### src/rtl/alu_seq.sv
// alu_seq: registered WIDTH-bit ALU with valid/ready handshakes.
// It supports the legacy 3-bit ALU opcodes, result flags and an iterative
// shift-add unsigned multiply. It holds at most one operation in flight.
module alu_seq #(
  parameter int unsigned WIDTH = 8
) (
  input  logic             clk,
  input  logic             rst_n,
  input  logic             in_valid,
  output logic             in_ready,
  input  logic [WIDTH-1:0] A,
  input  logic [WIDTH-1:0] B,
  input  logic [3:0]       F,
  output logic             out_valid,
  input  logic             out_ready,
  output logic [WIDTH-1:0] Y,
  output logic [WIDTH-1:0] Y_hi,
  output logic             carry,
  output logic             ovf,
  output logic             zero,
  output logic             err
);

  localparam int unsigned SUM_W  = WIDTH + 1;
  localparam int unsigned PROD_W = 2 * WIDTH;
  localparam int unsigned CNT_W  = (WIDTH > 2) ? $clog2(WIDTH) : 1;

  localparam logic [3:0] OP_MUL = 4'b1000;

  typedef enum logic [1:0] {
    S_IDLE = 2'd0,
    S_MUL  = 2'd1,
    S_HOLD = 2'd2
  } state_e;

  state_e              state_q, state_d;
  logic [WIDTH-1:0]    y_q, y_d;
  logic [WIDTH-1:0]    y_hi_q, y_hi_d;
  logic                carry_q, carry_d;
  logic                ovf_q, ovf_d;
  logic                zero_q, zero_d;
  logic                err_q, err_d;
  logic [WIDTH-1:0]    mcand_q, mcand_d;
  logic [WIDTH-1:0]    mplier_q, mplier_d;
  logic [PROD_W-1:0]   acc_q, acc_d;
  logic [CNT_W-1:0]    cnt_q, cnt_d;

  logic                accept;
  logic [WIDTH-1:0]    bx;
  logic [SUM_W-1:0]    sum;
  logic [WIDTH-1:0]    alu_y;
  logic                alu_carry;
  logic                alu_ovf;
  logic                alu_err;
  logic [SUM_W-1:0]    mul_sum;
  logic [PROD_W-1:0]   mul_acc_next;
  logic                mul_last;

  // Handshake: idle always accepts; a held result accepts only when it drains.
  assign in_ready = (state_q == S_IDLE) || ((state_q == S_HOLD) && out_ready);
  assign accept   = in_valid && in_ready;

  // Single-cycle ALU datapath on the live operands (used only at accept).
  always_comb begin
    bx        = F[2] ? ~B : B;
    sum       = SUM_W'({1'b0, A}) + SUM_W'({1'b0, bx}) + SUM_W'(F[2]);
    alu_y     = '0;
    alu_carry = 1'b0;
    alu_ovf   = 1'b0;
    alu_err   = 1'b0;
    if (F[3]) begin
      alu_err = 1'b1;
    end else begin
      case (F[1:0])
        2'b00: alu_y = A & bx;
        2'b01: alu_y = A | bx;
        2'b10: begin
          alu_y     = sum[WIDTH-1:0];
          alu_carry = sum[WIDTH];
          alu_ovf   = (A[WIDTH-1] == bx[WIDTH-1]) && (sum[WIDTH-1] != A[WIDTH-1]);
        end
        default: alu_y = F[2] ? WIDTH'(A > B) : WIDTH'(A == B);
      endcase
    end
  end

  // One shift-add multiply step: add into the upper half, then shift right.
  always_comb begin
    mul_sum      = SUM_W'({1'b0, acc_q[PROD_W-1:WIDTH]})
                 + (mplier_q[0] ? SUM_W'({1'b0, mcand_q}) : SUM_W'(0));
    mul_acc_next = {mul_sum, acc_q[WIDTH-1:1]};
    mul_last     = (cnt_q == CNT_W'(WIDTH - 1));
  end

  // Next-state and datapath register updates.
  always_comb begin
    state_d  = state_q;
    y_d      = y_q;
    y_hi_d   = y_hi_q;
    carry_d  = carry_q;
    ovf_d    = ovf_q;
    zero_d   = zero_q;
    err_d    = err_q;
    mcand_d  = mcand_q;
    mplier_d = mplier_q;
    acc_d    = acc_q;
    cnt_d    = cnt_q;

    case (state_q)
      S_IDLE: ;
      S_MUL: begin
        acc_d    = mul_acc_next;
        mplier_d = mplier_q >> 1;
        cnt_d    = cnt_q + CNT_W'(1);
        if (mul_last) begin
          state_d = S_HOLD;
          y_d     = mul_acc_next[WIDTH-1:0];
          y_hi_d  = mul_acc_next[PROD_W-1:WIDTH];
          carry_d = 1'b0;
          ovf_d   = 1'b0;
          zero_d  = (mul_acc_next == '0);
          err_d   = 1'b0;
        end
      end
      S_HOLD: begin
        if (out_ready) state_d = S_IDLE;
      end
      default: state_d = S_IDLE;
    endcase

    // A new operation (from IDLE, or from HOLD while draining) overrides above.
    if (accept) begin
      if (F == OP_MUL) begin
        state_d  = S_MUL;
        mcand_d  = A;
        mplier_d = B;
        acc_d    = '0;
        cnt_d    = '0;
      end else begin
        state_d = S_HOLD;
        y_d     = alu_y;
        y_hi_d  = '0;
        carry_d = alu_carry;
        ovf_d   = alu_ovf;
        zero_d  = (alu_y == '0);
        err_d   = alu_err;
      end
    end
  end

  // State and datapath registers; reset discards any partial product.
  always_ff @(posedge clk or negedge rst_n) begin
    if (!rst_n) begin
      state_q  <= S_IDLE;
      y_q      <= '0;
      y_hi_q   <= '0;
      carry_q  <= 1'b0;
      ovf_q    <= 1'b0;
      zero_q   <= 1'b0;
      err_q    <= 1'b0;
      mcand_q  <= '0;
      mplier_q <= '0;
      acc_q    <= '0;
      cnt_q    <= '0;
    end else begin
      state_q  <= state_d;
      y_q      <= y_d;
      y_hi_q   <= y_hi_d;
      carry_q  <= carry_d;
      ovf_q    <= ovf_d;
      zero_q   <= zero_d;
      err_q    <= err_d;
      mcand_q  <= mcand_d;
      mplier_q <= mplier_d;
      acc_q    <= acc_d;
      cnt_q    <= cnt_d;
    end
  end

  assign out_valid = (state_q == S_HOLD);
  assign Y         = y_q;
  assign Y_hi      = y_hi_q;
  assign carry     = carry_q;
  assign ovf       = ovf_q;
  assign zero      = zero_q;
  assign err       = err_q;

endmodule

### config.mk
export PLATFORM = sky130hd
export DESIGN_NAME = alu_seq
export DESIGN_NICKNAME = d
export VERILOG_FILES = /design/src/rtl/alu_seq.sv
export SDC_FILE = /design/constraint.sdc
export NUM_CORES = 1
export LEC_CHECK = 0
export ABC_AREA = 1
export BUFFER_PORTS_ARGS = -buffer_cell sky130_fd_sc_hd__buf_2
export CORE_AREA = 2 2 88 107
export DETAILED_ROUTE_END_ITERATION = 10
export DIE_AREA = 0 0 90 109
export GPL_TIMING_DRIVEN = 0
export SYNTH_ARGS = -nofsm -noshare
export SYNTH_HDL_FRONTEND = slang
export SYNTH_SLANG_ARGS = --single-unit
### constraint.sdc
create_clock -name clk -period 4.85 [get_ports clk]
set_input_delay 0.97 -clock clk [delete_from_list [all_inputs] [get_ports clk]]
set_output_delay 0.97 -clock clk [all_outputs]
set_load 0.05 [all_outputs]
==> impl_metrics.env, run 1 <==
export IMPL_final_net_count=624
export IMPL_avgRoutedWirePerCell_um=14.6
export IMPL_layout_drive_gt1_share_pct=17.3
export IMPL_synth_largest_area_cell="sky130_fd_sc_hd__dfrtp_1"
export IMPL_fp_coreArea_sq_um=8840
export IMPL_run_status="complete, no violations"
export IMPL_synth_warnings=0
export IMPL_avgViaCountPerCell=5.06
export IMPL_fp_dieH_um=109
export IMPL_timing_clock_skew_ns=0.00907
export IMPL_clk_root_buffer_cell="sky130_fd_sc_hd__clkbuf_8"
export IMPL_synthTopCellsByArea="sky130_fd_sc_hd__dfrtp_1, sky130_fd_sc_hd__nand2_1, sky130_fd_sc_hd__ha_1, sky130_fd_sc_hd__inv_1, sky130_fd_sc_hd__nand3_1"
export IMPL_synth_xor_xnor_area_share_pct=3.08
export IMPL_route_vias_total=3469
export IMPL_grtUsageTotal_pct=21.4
export IMPL_ys_seq_elements=56
export IMPL_maximum_fanout_along_the_worst_path=10
export IMPL_post_cts_resized=0
export IMPL_critPathKind="in2reg"
export IMPL_drt_total_wl_mm=10.0
export IMPL_cts_buffers=5
export IMPL_final_core_utilization_pct=50.4
export IMPL_synth_most_common_cell="sky130_fd_sc_hd__nand2_1"
export IMPL_seq_area_frac_synth_pct=35.2
export IMPL_worst_slew_margin_rel_pct=51.3
export IMPL_tightestPinTransition_ns=0.731
export IMPL_final_antenna_net_count=0
export IMPL_grt_overflow_total=0
export IMPL_final_worst_path_setup_slack_ns=1.83
export IMPL_post_synth_cell_area_avg_sq_um=7.77
export IMPL_rsz0062_at_grt="false"
export IMPL_die_area_sq_um=9810
export IMPL_area_share_of_fa_ha_maj_cells_after_synthesis_pct=11.7
export IMPL_mappedNetlistNets=572
export IMPL_htree_levels=2
export IMPL_p_per_area_nw_per_um2=399
export IMPL_floorplan_io_pins=46
export IMPL_synth_async_sr_flop_share_pct=100
export IMPL_portBuffers=45
export IMPL_floorplan_initialDensity_pct=45.0
export IMPL_max_freq_mhz=331
export IMPL_post_synth_inst_count=512
export IMPL_synthToLayoutAreaGrowth_pct=11.9
export IMPL_grt_first_pass_wirelength_mm=16.7
export IMPL_synth_compound_area_share_pct=15.2
export IMPL_cts_tree="done"
export IMPL_drt_pre_antenna_iters=7
export IMPL_synth_mux_area_share_pct=0.503
export IMPL_crit_arrival_ns=3.27
export IMPL_synth_area_in_simple_gates_pct=23.6
export IMPL_clk_latency_ns=0.32
export IMPL_yosys_cell_types=43
export IMPL_cp_data_required_time_ns=5.10
export IMPL_grt_start_max_net_pins=57
export IMPL_finalCritPeriodShare_pct=62.4
export IMPL_standard_cell_rows=38
export IMPL_synth_top_cells_by_count="sky130_fd_sc_hd__nand2_1, sky130_fd_sc_hd__inv_1, sky130_fd_sc_hd__dfrtp_1"
export IMPL_final_hold_viols=0
export IMPL_route_detailed_drc=0
export IMPL_dominant_combinational_cell_family_by_area_after_synthesis="simple AND/OR/NAND/NOR gates"
export IMPL_num_antenna_cells=0
export IMPL_post_route_min_period_ns=3.02
export IMPL_post_synth_top_area_fraction_pct=35.2
export IMPL_dieWidth_um=90
export IMPL_clkSlewWorstSetupHoldPaths_ns=0.10
export IMPL_final_setup_tns_ns=0
export IMPL_fin_total_pwr_mw=1.78
export IMPL_clock_sinks=56
export IMPL_cts_hold_fix_buffers=0
export IMPL_holdWs_ns=0.500
export IMPL_preCtsSetupSlack_ns=1.51
export IMPL_place_detailed_hpwl_mm=8.01
export IMPL_post_cts_setup_driven_buffer_insertion_count=0
export IMPL_worst_hold_path_type="reg2reg"
export IMPL_synth_area_sq_um=3980
export IMPL_setup_violations=0
export IMPL_max_clock_path_buffers=2
export IMPL_setup_worst_path_start_class="primary input"
export IMPL_irDropWorstVdd_mv=0.164
export IMPL_drt_iter0_markers=229
export IMPL_vias_in_the_first_global_route=3464
export IMPL_gp_congestion=0.851
export IMPL_worstSetupEndpointType="flop"
export IMPL_yosys_most_used_dff="sky130_fd_sc_hd__dfrtp_1"
export IMPL_initial_antenna_violation_count=0
export IMPL_timing_max_cap_violations=0
export IMPL_leakagePower_nw=2.48
export IMPL_final_max_tran_viols=0
export IMPL_synth_enable_flop_cells=0
==> sequential cells by signal (all words and copies together) (netlist names) <==
| signal | flops |
|---|---|
| Y_hi | 8 |
| mcand_q | 8 |
| mplier_q | 8 |
| carry | 1 |
| Y | 8 |
| zero | 1 |
| err | 1 |
| acc_q | 15 |
| cnt_q | 3 |
| state_q | 2 |
| ovf | 1 |
==> cell families (layout without fill, tap and decap cells) <==
family	count (synthesis)	count (layout)
xor gates and xnor gates	14	14
AOI/OAI and AO/OA	93	93
adders and majority gates	36	36
DFF	56	56
and+or+nand+nor	208	208
muxes	2	2
buffers and inverters	103	156
==> worst paths after layout <==
| path | to | depth (start not counted) | from | slack [ns] |
|---|---|---|---|---|
| min | mcand_q[6] | 2 | mcand_q[6] | 0.50 |
| max reg2reg | zero | 16 | mplier_q[0] | 2.18 |
| min reg2reg | mcand_q[6] | 2 | mcand_q[6] | 0.50 |
| max | zero | 15 | F[2] | 1.83 |
| min in group asynchronous | acc_q[12] | 1 | rst_n | 0.69 |
| max in group asynchronous | Y[7] | 1 | rst_n | 3.66 |
==> layout by cell type, fill, tap and decap left out, types with 18 or more instances in the layout <==
master                    netlist  layout
sky130_fd_sc_hd__dfrtp_1       56      56
sky130_fd_sc_hd__inv_1         74      74
sky130_fd_sc_hd__ha_1          34      34
sky130_fd_sc_hd__nor2_1        32      32
sky130_fd_sc_hd__buf_2          4      48
sky130_fd_sc_hd__nand2_1      120     120
sky130_fd_sc_hd__o21ai_1       18      18
sky130_fd_sc_hd__a21oi_1       18      18
sky130_fd_sc_hd__nand3_1       26      26
==> metrics by stage <==
stage / instances / instance area, sq um
after floorplan: 512 / 3980
after global placement: 677 / 4360
after detailed placement: 677 / 4360
after CTS: 685 / 4450
after global routing: 685 / 4450
final: 685 / 4450
==> worst max-delay path: stages <==
cell and delay (ns):
sky130_fd_sc_hd__buf_2 0.14, sky130_fd_sc_hd__buf_4 0.19, sky130_fd_sc_hd__xnor2_1 0.25, sky130_fd_sc_hd__inv_1 0.12, sky130_fd_sc_hd__fa_1 0.47, sky130_fd_sc_hd__or2_2 0.32
sky130_fd_sc_hd__nand3_1 0.07, sky130_fd_sc_hd__nand3_1 0.09, sky130_fd_sc_hd__nand2_1 0.10, sky130_fd_sc_hd__nand2_1 0.06, sky130_fd_sc_hd__a21oi_1 0.11, sky130_fd_sc_hd__nand2_1 0.06
sky130_fd_sc_hd__nor2_1 0.11, sky130_fd_sc_hd__nand2_1 0.08, sky130_fd_sc_hd__a21oi_1 0.13
==> routing by layer <==
metal  share of wire, %  vias up  GRT usage, %
met4                2.0        0          7.58
met1                 43     1631          25.1
met2                 52       59          41.1
met5                  0        -             0
met3                2.1       13          1.94
li1                   -     1766             -
==> area by class of cell <==
class                           instances  area (sq um)
Tap cell                              120           150
Timing Repair Buffer                   45           228
Sequential cell                        56          1400
Inverter                               88           330
Buffer                                 15          95.1
Fill cell                             932          4390
Multi-Input combinational cell        353          2150
Clock buffer                            6          82.6
Clock inverter                          2          13.8
==> report_power, final <==
| group | internal, mW | switching (mW) | total [mW] |
|---|---|---|---|
| Combinational | 0.296 | 0.505 | 0.801 |
| Clock | 0.117 | 0.158 | 0.276 |
| Sequential | 0.607 | 0.0947 | 0.702 |
| Total | 1.02 | 0.758 | 1.78 |
Note: power is estimated with default switching activity, not from simulation.
==> inputs of run 2 (changes only) <==
==> constraint.sdc (replaced) <==
create_clock -name clk -period 2.9 [get_ports clk]
set_input_delay 0.58 -clock clk [delete_from_list [all_inputs] [get_ports clk]]
set_output_delay 0.58 -clock clk [all_outputs]
set_load 0.05 [all_outputs]
==> run 2 against run 1 <==
Final area barely moved. Sequential power up 70%. Flip-flop and latch count stayed put. Worst setup slack lost 1.6 ns. Cell count down 0.15%. Utilization is essentially flat. Clock skew is 0.0010 ns lower. Sequential share of layout area about the same. Via count stayed put. Combinational power up 65%. Largest cell class unchanged.
==> impl_metrics.env, run 2 (synthesized netlist as in run 1, its figures left out) <==
export IMPL_worst_slew_margin_rel_pct=51.3
export IMPL_regToRegEndpoint="zero"
export IMPL_tightestPinTransition_ns=0.731
export IMPL_cp_data_required_time_ns=3.15
export IMPL_worstSetupEndpointType="flop"
export IMPL_fp_dieH_um=109
export IMPL_portBuffers=45
export IMPL_grt_first_pass_wirelength_mm=16.7
export IMPL_clock_sinks=56
export IMPL_floorplan_io_pins=46
export IMPL_grt_overflow_total=0
export IMPL_register_area_sq_um=1400
export IMPL_placement_cell_area_sq_um=4360
export IMPL_timing_clock_skew_ns=0.00808
export IMPL_avgViaCountPerCell=5.07
export IMPL_dieWidth_um=90
export IMPL_layout_drive_gt1_share_pct=17.4
export IMPL_worst_path_most_repeated_cell="sky130_fd_sc_hd__nand2_1"
export IMPL_standard_cell_rows=38
export IMPL_post_cts_resized=0
export IMPL_setup_worst_path_end="zero"
export IMPL_worst_r2r_setup_slack_ns=0.38
export IMPL_drt_pre_antenna_iters=5
export IMPL_placed_cells=677
export IMPL_max_clock_path_buffers=2
export IMPL_max_freq_mhz=379
export IMPL_gp_congestion=0.851
export IMPL_place_detailed_hpwl_mm=8.01
export IMPL_rsz0062_at_grt="false"
export IMPL_regMostFlops="acc_q"
export IMPL_setup_violations=0
export IMPL_post_cts_setup_driven_buffer_insertion_count=0
export IMPL_final_net_count=623
export IMPL_p_per_area_nw_per_um2=667
export IMPL_worst_r2r_path_depth=15
export IMPL_maximum_fanout_along_the_worst_path=10
export IMPL_initial_antenna_violation_count=0
export IMPL_clk_latency_ns=0.32
export IMPL_worst_hold_path_type="in2async"
export IMPL_multi_input_gate_area_sq_um=2150
export IMPL_fin_area_sq_um=4450
export IMPL_drt_total_wl_mm=10.0
export IMPL_final_antenna_net_count=0
export IMPL_clkSlewWorstSetupHoldPaths_ns=0.10
export IMPL_layout_commonest_cell="sky130_fd_sc_hd__nand2_1"
export IMPL_die_area_sq_um=9810
export IMPL_largest_register_ffs=15
export IMPL_final_max_tran_viols=0
export IMPL_timing_max_cap_violations=0
export IMPL_grt_start_max_net_pins=57
export IMPL_final_cell_mix="sky130_fd_sc_hd__nand2_1, sky130_fd_sc_hd__inv_1, sky130_fd_sc_hd__dfrtp_1, sky130_fd_sc_hd__buf_2, sky130_fd_sc_hd__ha_1"
export IMPL_num_antenna_cells=0
export IMPL_route_detailed_drc=0
export IMPL_fp_coreArea_sq_um=8840
export IMPL_rr_startpoint="mplier_q[0]"
export IMPL_crit_arrival_ns=2.89
export IMPL_route_vias_total=3469
export IMPL_instances_no_fill=684
export IMPL_drt_iter0_markers=240
export IMPL_crit_path_start="F[2]"
export IMPL_avgRoutedWirePerCell_um=14.6
export IMPL_critical_path_max_stage_delay_ns=0.47
export IMPL_final_setup_tns_ns=0
export IMPL_run_status="complete, no violations"
export IMPL_finalCritPeriodShare_pct=90.9
export IMPL_htree_levels=2
export IMPL_vias_in_the_first_global_route=3464
export IMPL_setup_worst_path_start_class="primary input"
export IMPL_clk_root_buffer_cell="sky130_fd_sc_hd__clkbuf_8"
export IMPL_cts_buffers=5
export IMPL_critPathKind="in2reg"
export IMPL_grtUsageTotal_pct=21.4
export IMPL_n_fill_cell=932
export IMPL_irDropWorstVdd_mv=0.274
export IMPL_leakagePower_nw=2.48
export IMPL_final_hold_viols=0
export IMPL_floorplan_initialDensity_pct=45.0
export IMPL_post_route_min_period_ns=2.64
export IMPL_synthToLayoutAreaGrowth_pct=11.8
export IMPL_cts_tree="done"
export IMPL_critical_path_cell_chain="buf_2 > buf_4 > xnor2_1 > inv_1 > fa_1 > or2_2 > nand3_1 > nand3_1 > nand2_1 > nand2_1 > a21oi_1 > nand2_1 > nor2_1 > nand2_1 > a21oi_1"
export IMPL_timing_critical_path_slowest_stage_cell="sky130_fd_sc_hd__fa_1"
-- run 2: per-stage QoR --
stage,utilization (%),hold slack [ns],setup WS [ns],total power [mW]
floorplan,-,0.284,0.434,2.16
global placement,49.3,0.475,-0.0332,2.50
detailed placement,49.3,0.484,-0.0483,2.53
CTS,50.3,0.458,0.263,3.00
global route,50.3,0.368,0.00682,3.22
finish,50.3,0.297,0.265,2.97
-- run 2: layout make-up --
type                    instances  share of cell area [%]
multi-input cells             353                    48.4
flip-flops and latches         56                    31.5
inverters                      88                    7.42
repair buffers                 45                    5.12
well taps                     120                    3.37
plain buffers                  14                    2.05
clock buffers                   6                    1.86
clock inverters                 2                   0.309
-- run 2: repair_timing --
action,in CTS,in global routing
endpoints found under the hold margin,0,0
endpoints found under the setup margin,0,1
hold buffers,0,0
-- run 2: worst max-delay path: cells and delay by family --
family / cells / cell delay [ns]
fa+ha+maj: 1 / 0.47
compound gates: 2 / 0.24
xor+xnor: 1 / 0.26
simple gates: 8 / 0.89
buf+inv: 3 / 0.46
-- run 2: where the power goes --
group / total [mW] / leakage, nW / internal [mW] / switching [mW]
Combinational: 1.32 / 1.72 / 0.493 / 0.827
Clock: 0.464 / 0.0516 / 0.196 / 0.268
Sequential: 1.19 / 0.713 / 1.02 / 0.171
-- run 2: worst min-delay path by stage --
stage,endpoint,startpoint,slack [ns],depth (start not counted)
finish,acc_q[12],rst_n,0.30,1
global route,acc_q[12],rst_n,0.37,1
CTS,state_q[1],out_ready,0.46,2
detailed placement,mcand_q[6],mcand_q[6],0.48,2
global placement,mcand_q[0],mcand_q[0],0.48,2
floorplan,Y[0],rst_n,0.28,0
-- run 2: routing by layer --
metal  GRT usage, %  wire length (um)  part of all wire, %
met5              0                 0                    0
met4           7.58               174                  1.7
met3           1.94               201                  2.0
met2           41.1              5280                   53
met1           25.1              4340                   43
